`src/rtl/tx_framer.sv`:
```
`timescale 1ns/1ps
`default_nettype none
// ============================================================================
//  Module      : tx_framer
//  Description : Transmit framing stage ahead of the 8b/10b encoder. Wraps a
//                valid/ready/last byte stream in K27.7 / K29.7 delimiters,
//                fills underruns with K28.0, cuts over-length frames with a
//                K30.7 abort and emits K28.5 comma idles between frames.
//                One symbol (byte + K flag) is loaded per sym_en strobe.
//  Options     : TX_FRAMER_CRC_EN - append CRC-8 (poly 0x07, init 0x00,
//                MSB-first) after the last data byte of each normal frame.
//  Revision    : 1.0 - initial release
// ============================================================================
module tx_framer #(
    parameter int IDLE_MIN = 2,     // min K28.5 symbols between end and SOF (1..15)
    parameter int MAX_LEN  = 256    // max data bytes per frame (2..65535)
) (
    input  logic       clk,
    input  logic       rst_n,
    input  logic [7:0] s_data,
    input  logic       s_valid,
    input  logic       s_last,
    output logic       s_ready,
    input  logic       sym_en,
    output logic [7:0] data_out,
    output logic       k_out,
    output logic       frame_active,
    output logic       abort_pulse
);

    // ------------------------------------------------------------------
    // State encoding
    // ------------------------------------------------------------------
    localparam logic [2:0] c_ST_IDLE  = 3'd0;
    localparam logic [2:0] c_ST_SOF   = 3'd1;
    localparam logic [2:0] c_ST_DATA  = 3'd2;
`ifdef TX_FRAMER_CRC_EN
    localparam logic [2:0] c_ST_CRC   = 3'd3;
`endif
    localparam logic [2:0] c_ST_EOF   = 3'd4;
    localparam logic [2:0] c_ST_ABORT = 3'd5;
    localparam logic [2:0] c_ST_DROP  = 3'd6;

    // ------------------------------------------------------------------
    // Control character byte values (all sent with K = 1)
    // ------------------------------------------------------------------
    localparam logic [7:0] c_K28_5 = 8'hBC;   // comma idle
    localparam logic [7:0] c_K27_7 = 8'hFB;   // start of frame
    localparam logic [7:0] c_K28_0 = 8'h1C;   // in-frame underrun fill
    localparam logic [7:0] c_K29_7 = 8'hFD;   // end of frame
    localparam logic [7:0] c_K30_7 = 8'hFE;   // abort

    localparam logic [3:0]  c_IDLE_MIN = 4'(IDLE_MIN);
    localparam logic [15:0] c_MAX_LEN  = 16'(MAX_LEN);

    // ------------------------------------------------------------------
    // Registers and next-state values
    // ------------------------------------------------------------------
    logic [2:0]  state_q,    state_d;
    logic [3:0]  idle_cnt_q, idle_cnt_d;
    logic [15:0] len_q,      len_d;
    logic [7:0]  data_q,     data_d;
    logic        k_q,        k_d;
    logic        active_q,   active_d;
    logic        abort_q,    abort_d;
`ifdef TX_FRAMER_CRC_EN
    logic [7:0]  crc_q,      crc_d;
`endif

    logic        w_xfer;
    logic [15:0] w_len_inc;

`ifdef TX_FRAMER_CRC_EN
    // One byte of CRC-8, poly x^8+x^2+x+1, MSB first.
    function automatic logic [7:0] crc8_byte(input logic [7:0] crc,
                                             input logic [7:0] b);
        logic [7:0] r;
        r = crc ^ b;
        for (int i = 0; i < 8; i++) begin
            r = r[7] ? ({r[6:0], 1'b0} ^ 8'h07) : {r[6:0], 1'b0};
        end
        return r;
    endfunction
`endif

    // Ready depends only on state and the strobe, never on s_valid.
    // DROP drains the rest of an aborted frame at full rate.
    assign s_ready   = ((state_q == c_ST_DATA) && sym_en) || (state_q == c_ST_DROP);
    assign w_xfer    = s_valid && s_ready;
    assign w_len_inc = len_q + 16'd1;

    assign data_out     = data_q;
    assign k_out        = k_q;
    assign frame_active = active_q;
    assign abort_pulse  = abort_q;

    // Next-state, counter and symbol selection; everything holds while sym_en is low.
    always_comb begin
        state_d    = state_q;
        idle_cnt_d = idle_cnt_q;
        len_d      = len_q;
        data_d     = data_q;
        k_d        = k_q;
        active_d   = active_q;
        abort_d    = 1'b0;
`ifdef TX_FRAMER_CRC_EN
        crc_d      = crc_q;
`endif

        case (state_q)
            c_ST_IDLE: begin
                if (sym_en) begin
                    data_d   = c_K28_5;
                    k_d      = 1'b1;
                    active_d = 1'b0;
                    if (idle_cnt_q != c_IDLE_MIN) begin
                        idle_cnt_d = idle_cnt_q + 4'd1;
                    end
                    // Decision uses the count before this idle is added.
                    if (s_valid && (idle_cnt_q == c_IDLE_MIN)) begin
                        state_d = c_ST_SOF;
                    end
                end
            end

            c_ST_SOF: begin
                if (sym_en) begin
                    data_d   = c_K27_7;
                    k_d      = 1'b1;
                    active_d = 1'b1;
                    len_d    = 16'd0;
`ifdef TX_FRAMER_CRC_EN
                    crc_d    = 8'h00;
`endif
                    state_d  = c_ST_DATA;
                end
            end

            c_ST_DATA: begin
                if (sym_en) begin
                    active_d = 1'b1;
                    if (s_valid) begin
                        data_d = s_data;
                        k_d    = 1'b0;
                        len_d  = w_len_inc;
`ifdef TX_FRAMER_CRC_EN
                        crc_d  = crc8_byte(crc_q, s_data);
`endif
                        if (s_last) begin
`ifdef TX_FRAMER_CRC_EN
                            state_d = c_ST_CRC;
`else
                            state_d = c_ST_EOF;
`endif
                        end else if (w_len_inc == c_MAX_LEN) begin
                            state_d = c_ST_ABORT;
                        end
                    end else begin
                        // Underrun: fill without counting toward length.
                        data_d = c_K28_0;
                        k_d    = 1'b1;
                    end
                end
            end

`ifdef TX_FRAMER_CRC_EN
            c_ST_CRC: begin
                if (sym_en) begin
                    data_d   = crc_q;
                    k_d      = 1'b0;
                    active_d = 1'b1;
                    state_d  = c_ST_EOF;
                end
            end
`endif

            c_ST_EOF: begin
                if (sym_en) begin
                    data_d     = c_K29_7;
                    k_d        = 1'b1;
                    active_d   = 1'b1;
                    idle_cnt_d = 4'd0;
                    state_d    = c_ST_IDLE;
                end
            end

            c_ST_ABORT: begin
                if (sym_en) begin
                    data_d     = c_K30_7;
                    k_d        = 1'b1;
                    active_d   = 1'b1;
                    abort_d    = 1'b1;
                    idle_cnt_d = 4'd0;
                    state_d    = c_ST_DROP;
                end
            end

            c_ST_DROP: begin
                if (sym_en) begin
                    data_d     = c_K28_5;
                    k_d        = 1'b1;
                    active_d   = 1'b0;
                    idle_cnt_d = 4'd0;
                end
                // Leaving on the last discarded byte, strobe or not.
                if (w_xfer && s_last) begin
                    state_d = c_ST_IDLE;
                end
            end

            default: begin
                state_d = c_ST_IDLE;
            end
        endcase
    end

    // State, counters and the output symbol register.
    always_ff @(posedge clk or negedge rst_n) begin
        if (!rst_n) begin
            state_q    <= c_ST_IDLE;
            idle_cnt_q <= 4'd0;
            len_q      <= 16'd0;
            data_q     <= c_K28_5;
            k_q        <= 1'b1;
            active_q   <= 1'b0;
            abort_q    <= 1'b0;
        end else begin
            state_q    <= state_d;
            idle_cnt_q <= idle_cnt_d;
            len_q      <= len_d;
            data_q     <= data_d;
            k_q        <= k_d;
            active_q   <= active_d;
            abort_q    <= abort_d;
        end
    end

`ifdef TX_FRAMER_CRC_EN
    // Running CRC over the data bytes of the current frame.
    always_ff @(posedge clk or negedge rst_n) begin
        if (!rst_n) begin
            crc_q <= 8'h00;
        end else begin
            crc_q <= crc_d;
        end
    end
`endif

endmodule
`default_nettype wire

```
`config.mk`:
```
export PLATFORM = sky130hd
export DESIGN_NAME = tx_framer
export DESIGN_NICKNAME = d
export VERILOG_FILES = /design/src/rtl/tx_framer.sv
export SDC_FILE = /design/constraint.sdc
export NUM_CORES = 1
export LEC_CHECK = 0
export CAP_MARGIN = 20
export CELL_PAD_IN_SITES_DETAIL_PLACEMENT = 1
export CELL_PAD_IN_SITES_GLOBAL_PLACEMENT = 2
export CORE_MARGIN = 2
export CORE_UTILIZATION = 35
export CTS_CLUSTER_DIAMETER = 150
export DETAILED_ROUTE_END_ITERATION = 8
export PLACE_DENSITY = 0.92
export SETUP_SLACK_MARGIN = 0.5
export SLEW_MARGIN = 20
export SYNTH_ARGS = -nofsm -noshare
export SYNTH_HDL_FRONTEND = slang
export SYNTH_SLANG_ARGS = --single-unit
```
`constraint.sdc`:
```
create_clock -name clk -period 3.55 [get_ports clk]
set_clock_uncertainty 0.2 [all_clocks]
set_input_delay 0.71 -clock clk [delete_from_list [all_inputs] [get_ports clk]]
set_output_delay 0.71 -clock clk [all_outputs]
set_load 0.01 [all_outputs]
```
==> impl_metrics.toml, run 1 <==
[place]
gp_congestion = 0.709
dp_slack_ns = 0.578
hpwlAfterDp_um = 3610
placed_area_sq_um = 2330
port_buffers = 24

[floorplanning]
core_sq_um = 5570
dieArea_sq_um = 6450
initial_core_util_pct = 36.6
die_y_um = 80.3
ios = 25
rows = 27
die_x_um = 80.3

[power]
power_uw = 1420
vdd_drop_max_mv = 0.215
leakage_uw = 0.000994
power_density_nw_per_um2 = 587

[global_route]
busiest_layer = "met2"
grt_util_met1_pct = 23.2
grt_use_met3_pct = 3.26
grt.met2_usage_pct = 29.3
antenna_found_initial = 0
overflow = 0
grt_use_total_pct = 17.8
grt_pass1_wl_um = 9080
grt_max_degree = 35
grt_pass1_vias = 1877

[drt]
dr.pass1.iters = 4
vias = 1835
drc = 0
wirelength_um = 5090
routedWlPerCell_um = 15.4
dr.first_iter.drc_count = 38
ant_nets = 0
avgViaCountPerCell = 5.54

[status]
outcome = "finished, final reports clean"

[cts]
clockBufferDepth = 2
path_clk_slew_ns = 0.07
clk_latency_ns = 0.28
numCtsBuffers = 5
post_cts_buffers = 0
hold_buffers = 0
clockRootBuffer = "clkbuf_8"
cts_tree = "done"
cts.sinks = 34
cts_max_level = 2
cts_resized = 0

[logic_synthesis]
synth_most_common_cell = "nor2_1"
synthTopCellsByArea = "dfrtp_1, dfstp_2, o21ai_0, nor2_1, nand2_1"
synth_edf_count = 0
synth_top_cell_by_area = "dfrtp_1"
ys.flop_type = "dfrtp_1"
postSynthAreaPerCell_sq_um = 8.53
syn-num-nets = 256
async_reset_ff_share_pct = 100
synthCells = 239
synthesis.area_sq_um = 2040
synth.ff_latch_count = 34
synth_top_area_share_pct = 34.4
seq_area_frac_synth_pct = 42.1
synth_commonest_cells = "nor2_1, o21ai_0, dfrtp_1, nand2_1, a21oi_1"
synth_warnings = 0
ys_types = 48

[worst_setup_path]
crit_start = "sym_en"
critPathLaunchType = "primary input"
crit_chain = "clkdlybuf4s50_1, nor2_1, nor2_1, clkdlybuf4s50_1"
rrSetupSlack_ns = 1.07
slowest_delay_ns = 0.60
cp_max_fo = 7
r2r-start = "len_q[0]$_DFFE_PN0P_"
crit_type = "in -> out"
critPathRequiredTime_ns = 2.64
reg2reg_depth = 7
arrival_ns = 2.07
crit_slowest_cell = "clkdlybuf4s50_1"
reg2reg_to = "state_q[1]$_DFFE_PN0P_"
critPathCaptureType = "output pin"
critPathCapture = "s_ready"

[flow_run]
cap_violations = 0

[sta]
setup_viol = 0
hold_violations = 0
timing.setup.tns_ns = 0
timing.slew.headroom_pct = 58.7
rsz0062_at_grt = "false"
finalCritPeriodShare_pct = 83.9
min_period_ns = 2.98
fmax_mhz = 336
slew_violations = 0
tightest_slew_ns = 0.615
finalWorstSetupSlack_ns = 0.573

[finish]
fin_nets = 275
area_growth_pct = 18.7
n_antenna_cell = 0
finalInstanceArea_sq_um = 2420
drive_gt1_share_pct = 9.65
fillers = 672

[hold_path]
holdCritStartpoint = "k_out$_DFFE_PN1P_"
hold_path_class = "reg -> reg"
-- registers in the layout, summed over array words and instances (netlist names) --
name / cells
k_out: 1
idle_cnt_q: 4
len_q: 16
abort_pulse: 1
data_out: 8
state_q: 3
frame_active: 1
-- worst min-delay path by stage --
stage / end / slack, ns / depth (start not counted)
finish: k_out$_DFFE_PN1P_ / 0.30 / 2
global route: data_out[5]$_DFFE_PN1P_ / 0.32 / 2
CTS: k_out$_DFFE_PN1P_ / 0.31 / 2
detailed placement: k_out$_DFFE_PN1P_ / 0.30 / 2
global placement: len_q[15]$_DFFE_PN0P_ / 0.29 / 2
floorplan: abort_pulse$_DFF_PN0_ / 0.21 / 0
-- cells in the final DEF (no fill, tap or decap), drive strengths merged, types with 2 or more instances in the layout --
cell type	instances
nand2b	4
nand3	8
o41ai	2
dfrtp	28
nor2b	4
ha	4
and4	3
and2	3
buf	5
dfstp	6
nor4	2
clkdlybuf4s50	24
clkbuf	7
a21boi	2
nor2	30
inv	2
a22o	3
nand2	24
nand4	9
o21ai	31
a21oi	13
xnor2	4
and3	5
nor3	8
a31oi	10
-- metrics by stage --
step                cells  hold WS (ns)  utilization, %
detailed placement    323         0.298            41.8
global placement      323         0.287            41.8
finish                331         0.303            43.4
global route          331         0.320            43.4
CTS                   331         0.309            43.4
floorplan             239         0.214               -
-- cells by family (layout without fill, tap and decap cells) --
family	count (synthesis)	in the layout	share of synthesized area (%)
simple gates	106	106	27.8
compound gates	71	71	21.2
flops	34	34	42.1
buf+inv	19	39	4.23
fa+ha+maj	4	4	2.45
xor+xnor	4	4	1.72
mux	1	1	0.491
-- routing by layer --
metal | part of all wire [%] | vias to the layer above
met5 | 0 | -
met4 | 1.4 | 0
met3 | 3.4 | 6
met2 | 46 | 28
met1 | 49 | 901
li1 | - | 900
-- where the power goes --
| part | switching, uW | internal (uW) | leakage [uW] |
|---|---|---|---|
| clock | 142 | 157 | 0.0000482 |
| combinational | 246 | 245 | 0.000510 |
| sequential | 131 | 500 | 0.000436 |
-- final cells by class --
class | count | area, sq um | share of cell area [%]
clock inverters | 1 | 5.00 | 0.207
clock buffers | 7 | 86.3 | 3.57
multi-input cells | 186 | 1090 | 45.2
repair buffers | 29 | 278 | 11.5
inverters | 2 | 7.51 | 0.310
well taps | 72 | 90.1 | 3.72
flip-flops and latches | 34 | 858 | 35.5
-- worst max-delay path: cells and delay by family --
kind / cells / cell delay (ns)
buf+inv: 2 / 1.14
simple gates: 2 / 0.21
No activity file was read; power rests on OpenSTA's default activity.
==> run 2, diff against run 1 <==
--- a/config.mk
+++ b/config.mk
@@ -9,10 +9,10 @@
 export CELL_PAD_IN_SITES_DETAIL_PLACEMENT = 1
 export CELL_PAD_IN_SITES_GLOBAL_PLACEMENT = 2
 export CORE_MARGIN = 2
-export CORE_UTILIZATION = 35
+export CORE_UTILIZATION = 30
 export CTS_CLUSTER_DIAMETER = 150
 export DETAILED_ROUTE_END_ITERATION = 8
-export PLACE_DENSITY = 0.92
+export PLACE_DENSITY = 0.85
 export SETUP_SLACK_MARGIN = 0.5
 export SLEW_MARGIN = 20
 export SYNTH_ARGS = -nofsm -noshare
==> constraint.sdc (replaced) <==
create_clock -name clk -period 2.7 [get_ports clk]
set_clock_uncertainty 0.2 [all_clocks]
set_input_delay 0.54 -clock clk [delete_from_list [all_inputs] [get_ports clk]]
set_output_delay 0.54 -clock clk [all_outputs]
set_load 0.01 [all_outputs]
==> run 2 against run 1 <==
Compared with the run above: critical endpoint is now state_q[1]$_DFFE_PN0P_; critical path type is now reg -> reg; critical path depth is 3 higher; sequential power grew 25%; count of clock-buffer cells in the layout unchanged.
==> impl_metrics.toml, run 2 (same netlist as run 1, synthesis figures left out) <==
[worst_setup_path]
crit_buf_inv = 1
slowest_delay_ns = 0.46
crit_type = "reg -> reg"
crit_slowest_cell = "dfrtp_2"
cp_max_fo = 7
critPathCaptureType = "register"
critPathRequiredTime_ns = 2.69
arrival_ns = 2.18
crit_family = "compound AO/OA/AOI/OAI gates"
critPathLaunchType = "register"
crit_chain = "buf_4, nand3_1, nor2_1, o21ai_0, and3_1, o31a_1, o21ba_1"

[floorplanning]
core_sq_um = 6680
die_y_um = 86.5
initial_core_util_pct = 30.5
dieArea_sq_um = 7470
rows = 30
die_x_um = 86.5
ios = 25

[place]
hpwlAfterDp_um = 3650
gp_congestion = 0.788
port_buffers = 24

[power]
p_switching_uw = 741
power_frac_seq_pct = 37.7
vdd_drop_max_mv = 0.229
leakage_uw = 0.00116
pwr-share-comb_pct = 38.2
switching_share_pct = 35.3
clockPowerShare_pct = 24.1
intPower_uw = 1360
power_density_nw_per_um2 = 769

[sta]
tightest_slew_ns = 0.456
timing.setup.tns_ns = 0
slew_violations = 0
min_period_ns = 2.19
hold_violations = 0
setup_viol = 0
finalCritPeriodShare_pct = 81.2
rsz0062_at_grt = "true"
timing.slew.headroom_pct = 69.6
fmax_mhz = 456

[global_route]
grt_max_degree = 35
antenna_found_initial = 0
overflow = 0
grt_use_total_pct = 15.5
grt_pass1_wl_um = 9320
grt_pass1_vias = 1899

[drt]
vias = 1947
avgViaCountPerCell = 5.36
routedWlPerCell_um = 15.5
ant_nets = 0
dr.pass1.iters = 4
dr.first_iter.drc_count = 60
wirelength_um = 5620
drc = 0

[finish]
final_util_pct = 40.8
final_cell_mix = "nor2_1, o21ai_0, buf_4"
fin_nets = 299
layout_commonest_cell = "nor2_1"
area_growth_pct = 33.8
top_register = "len_q"
n_antenna_cell = 0
largest_reg_flops = 16
drive_gt1_share_pct = 24.4

[cts]
clockRootBuffer = "clkbuf_8"
hold_buffers = 0
path_clk_slew_ns = 0.08
clockBufferDepth = 2
clk_latency_ns = 0.30
numCtsBuffers = 5
cts_tree = "done"
cts.sinks = 34
cts_max_level = 2

[flow_run]
cap_violations = 0

[hold_path]
hold_path_class = "reg -> reg"

[status]
outcome = "finished, final reports clean"
-- run 2: changes by cell type in the layout (fill, tap and decap cells not counted), moves of 2 or more --
cell,before,now
buf_4,5,29
dfrtp_2,0,10
nand3_1,7,5
dfrtp_1,28,18
-- run 2: final cells by class --
| class | instances | area, sq um |
|---|---|---|
| fill | 794 | 3950 |
| timing repair buffer | 53 | 453 |
| clock buffer | 7 | 86.3 |
| inverter | 2 | 7.51 |
| clock inverter | 1 | 30.0 |
| multi-input combinational | 186 | 1180 |
| tap | 80 | 100 |
| sequential | 34 | 871 |
-- run 2: path summary, 6_finish.rpt --
| path | from | to | slack, ns | cells past startpoint |
|---|---|---|---|---|
| min in group asynchronous | rst_n | idle_cnt_q[2]$_DFFE_PN0P_ | 0.45 | 2 |
| worst max register to register | len_q[4]$_DFFE_PN0P_ | state_q[1]$_DFFE_PN0P_ | 0.51 | 7 |
| worst max-delay path | len_q[4]$_DFFE_PN0P_ | state_q[1]$_DFFE_PN0P_ | 0.51 | 7 |
| worst min register to register | data_out[3]$_DFFE_PN1P_ | data_out[3]$_DFFE_PN1P_ | 0.30 | 2 |
| max in group asynchronous | rst_n | data_out[2]$_DFFE_PN1P_ | 1.47 | 2 |
| worst min-delay path | data_out[3]$_DFFE_PN1P_ | data_out[3]$_DFFE_PN1P_ | 0.30 | 2 |
-- run 2: per-layer routing --
metal / share of wire (%) / up-vias / routed length [um] / GRT usage [%]
met3: 2.6 / 7 / 144 / 2.95
met4: 0.98 / 0 / 55 / 4.40
met1: 47 / 969 / 2660 / 21.1
met5: 0 / - / 0 / 0
met2: 49 / 23 / 2760 / 25.2
li1: - / 948 / - / -
-- run 2: power groups by stage --
stage,combinational [uW],clock (uW),sequential (uW)
2_1_floorplan,432,0,785
3_3_place_gp,743,0,778
3_5_place_dp,761,0,786
4_1_cts,764,523,783
5_1_grt,907,540,814
6_report,801,506,791
-- run 2: worst register-to-register path: cells and delay by family, from the launching register on --
kind            cells  cell delay, ns
compound gates      3            0.66
buf+inv             1            0.15
flops               1            0.46
simple gates        3            0.62
-- run 2: repair_timing --
action	CTS	global route
pin swaps	0	4
endpoints found under the setup margin	5	4
setup buffers	0	16
resized for setup	14	16
hold endpoints to repair	0	0
-- run 2: metrics by stage --
stage | power (uW) | std cells | cell area, sq um | hold slack (ns) | setup WS (ns)
after global routing | 2260 | 363 | 2730 | 0.328 | 0.463
after detailed placement | 1550 | 339 | 2400 | 0.299 | 0.179
final | 2100 | 363 | 2730 | 0.304 | 0.509
after CTS | 2070 | 347 | 2540 | 0.311 | 0.505
after floorplan | 1220 | 239 | 2040 | 0.0444 | 0.588
after global placement | 1520 | 339 | 2400 | 0.290 | 0.182
==> run 3, diff against run 2 <==
==> constraint.sdc (replaced) <==
create_clock -name clk -period 2 [get_ports clk]
set_clock_uncertainty 0.2 [all_clocks]
set_input_delay 0.4 -clock clk [delete_from_list [all_inputs] [get_ports clk]]
set_output_delay 0.4 -clock clk [all_outputs]
set_load 0.01 [all_outputs]
==> run 3 against run 2 <==
Compared with the run above: the run now ends with negative setup slack left; setup slack got worse by 0.88 ns; total power up 97%; worst hold slack improved by 0.0074 ns; critical path type unchanged; clock power grew 29%; first-iteration DRC count is 85% higher; sequential power grew 42%; critical path depth stayed put; largest cell class unchanged; largest power group unchanged; highest routed layer unchanged.
==> impl_metrics.toml, run 3 (same netlist as run 1, synthesis figures left out) <==
[finish]
largest_reg_flops = 16
fin_nets = 382
fillers = 720
layout_commonest_cell = "buf_4"
area_growth_pct = 93.8
n_antenna_cell = 0
drive_gt1_share_pct = 59.8
final_cell_mix = "buf_4, buf_6, dfrtp_1"
final_util_pct = 59.2
finalNonFillerCells = 446
top_register = "len_q"

[floorplanning]
core_sq_um = 6680
die_x_um = 86.5
ios = 25
initial_core_util_pct = 30.5
rows = 30
dieArea_sq_um = 7470
die_y_um = 86.5

[sta]
fmax_mhz = 422
setup_viol = 5
tightest_slew_ns = 0.546
holdWs_ns = 0.311
finalCritPeriodShare_pct = 119
rsz0062_at_grt = "true"
slew_violations = 0
finalWorstSetupSlack_ns = -0.371
min_period_ns = 2.37
hold_violations = 0
timing.slew.headroom_pct = 63.5

[worst_setup_path]
crit_buf_inv = 1
critPathCapture = "state_q[1]$_DFFE_PN0P_"
slowest_delay_ns = 0.40
reg2reg_depth = 7
r2r-start = "len_q[12]$_DFFE_PN0P_"
reg2reg_to = "state_q[1]$_DFFE_PN0P_"
rrSetupSlack_ns = -0.37
crit_type = "reg -> reg"
path_depth = 7
crit_chain = "buf_4, nor3_2, nand2_1, nor3_4, and3b_1, o31a_1, o21ba_1"
critPathCaptureType = "register"
crit_slowest_cell = "dfrtp_1"
crit_family = "simple AND/OR/NAND/NOR gates"
arrival_ns = 2.35
critPathRequiredTime_ns = 1.98
critPathLaunchType = "register"
cp_max_fo = 4
crit_start = "len_q[12]$_DFFE_PN0P_"

[cts]
cts.sinks = 34
numCtsBuffers = 5
clockRootBuffer = "clkbuf_8"
clockBufferDepth = 2
cts_max_level = 2
cts_tree = "done"
path_clk_slew_ns = 0.09
clk_latency_ns = 0.30

[drt]
wirelength_um = 10200
drc = 0
avgViaCountPerCell = 5.64
vias = 2514
dr.pass1.iters = 4
routedWlPerCell_um = 22.8
dr.first_iter.drc_count = 111
ant_nets = 0

[power]
leakage_uw = 0.00174
vdd_drop_max_mv = 0.378
power_density_nw_per_um2 = 1050
power_uw = 4130

[global_route]
antenna_found_initial = 0
grt_pass1_wl_um = 14000
grt_pass1_vias = 2678
overflow = 0
grt_max_degree = 16
grt_use_total_pct = 24.6

[status]
violations = "negative setup slack"
outcome = "finished with violations"

[place]
port_buffers = 24
gp_congestion = 0.802
placed_cells = 385
hpwlAfterDp_um = 4580

[flow_run]
cap_violations = 0

[hold_path]
hold_path_class = "in -> reg"
## run 3: cell types whose count changed in the layout (fill, tap and decap cells not counted), moves of 9 or more
cell,change
buf_4,+41
buf_6,+39
o21ai_0,-27
nor2_1,-17
o21ai_1,+16
clkdlybuf4s50_1,-14
nor2_4,+14
o21ai_2,+9
## run 3: metrics by stage
stage / TNS (ns) / area, sq um / setup slack (ns)
after CTS: -0.104 / 3550 / -0.0985
final: -1.09 / 3950 / -0.371
after global placement: -4.44 / 2840 / -0.258
after floorplan: -0.0123 / 2160 / -0.0123
after detailed placement: -5.73 / 2840 / -0.340
after global routing: -1.53 / 3950 / -0.385
## run 3: report_power, final
| group | switching, uW | internal (uW) | leakage, uW |
|---|---|---|---|
| registers | 224 | 899 | 0.000427 |
| clock network | 280 | 374 | 0.0000524 |
| logic | 1130 | 1230 | 0.00126 |
## run 3: how the worst min path moves through the flow
stage | startpoint | to | slack, ns | depth (start not counted)
after global routing | sym_en | data_out[0]$_DFFE_PN0P_ | 0.33 | 3
after CTS | data_out[2]$_DFFE_PN1P_ | data_out[2]$_DFFE_PN1P_ | 0.32 | 2
after detailed placement | rst_n | state_q[1]$_DFFE_PN0P_ | 0.15 | 1
final | sym_en | data_out[0]$_DFFE_PN0P_ | 0.31 | 3
after global placement | rst_n | idle_cnt_q[1]$_DFFE_PN0P_ | 0.15 | 1
after floorplan | rst_n | abort_pulse$_DFF_PN0_ | -0.1 | 0
## run 3: metal layers
layer / vias up / global-route usage, % / routed length, um
li1: 1119 / - / -
met2: 96 / 45.2 / 5490
met3: 57 / 5.62 / 430
met5: - / 0 / 0
met4: 0 / 12.2 / 570
met1: 1242 / 26.3 / 3680
## run 3: worst min-delay path: stages
cell      delay, ns
clkbuf_2       0.18
buf_4          0.15
a21oi_2        0.05
## run 3: final cells by class
type                    count  area, sq um  share of cell area, %
clock buffers               7         76.3                   1.93
clock inverters             1         30.0                  0.760
inverters                   2         7.51                  0.190
multi-input cells         187         1600                   40.4
flip-flops and latches     34          866                   21.9
well taps                  80          100                   2.53
repair buffers            135         1280                   32.3
## run 3: what timing repair did
action / CTS / global route
setup buffers: 23 / 24
pin swaps: 31 / 25
cloned: 5 / 0
resized for setup: 151 / 55
setup endpoints to repair: 44 / 40
endpoints found under the hold margin: 13 / 0
hold buffers: 1 / 0
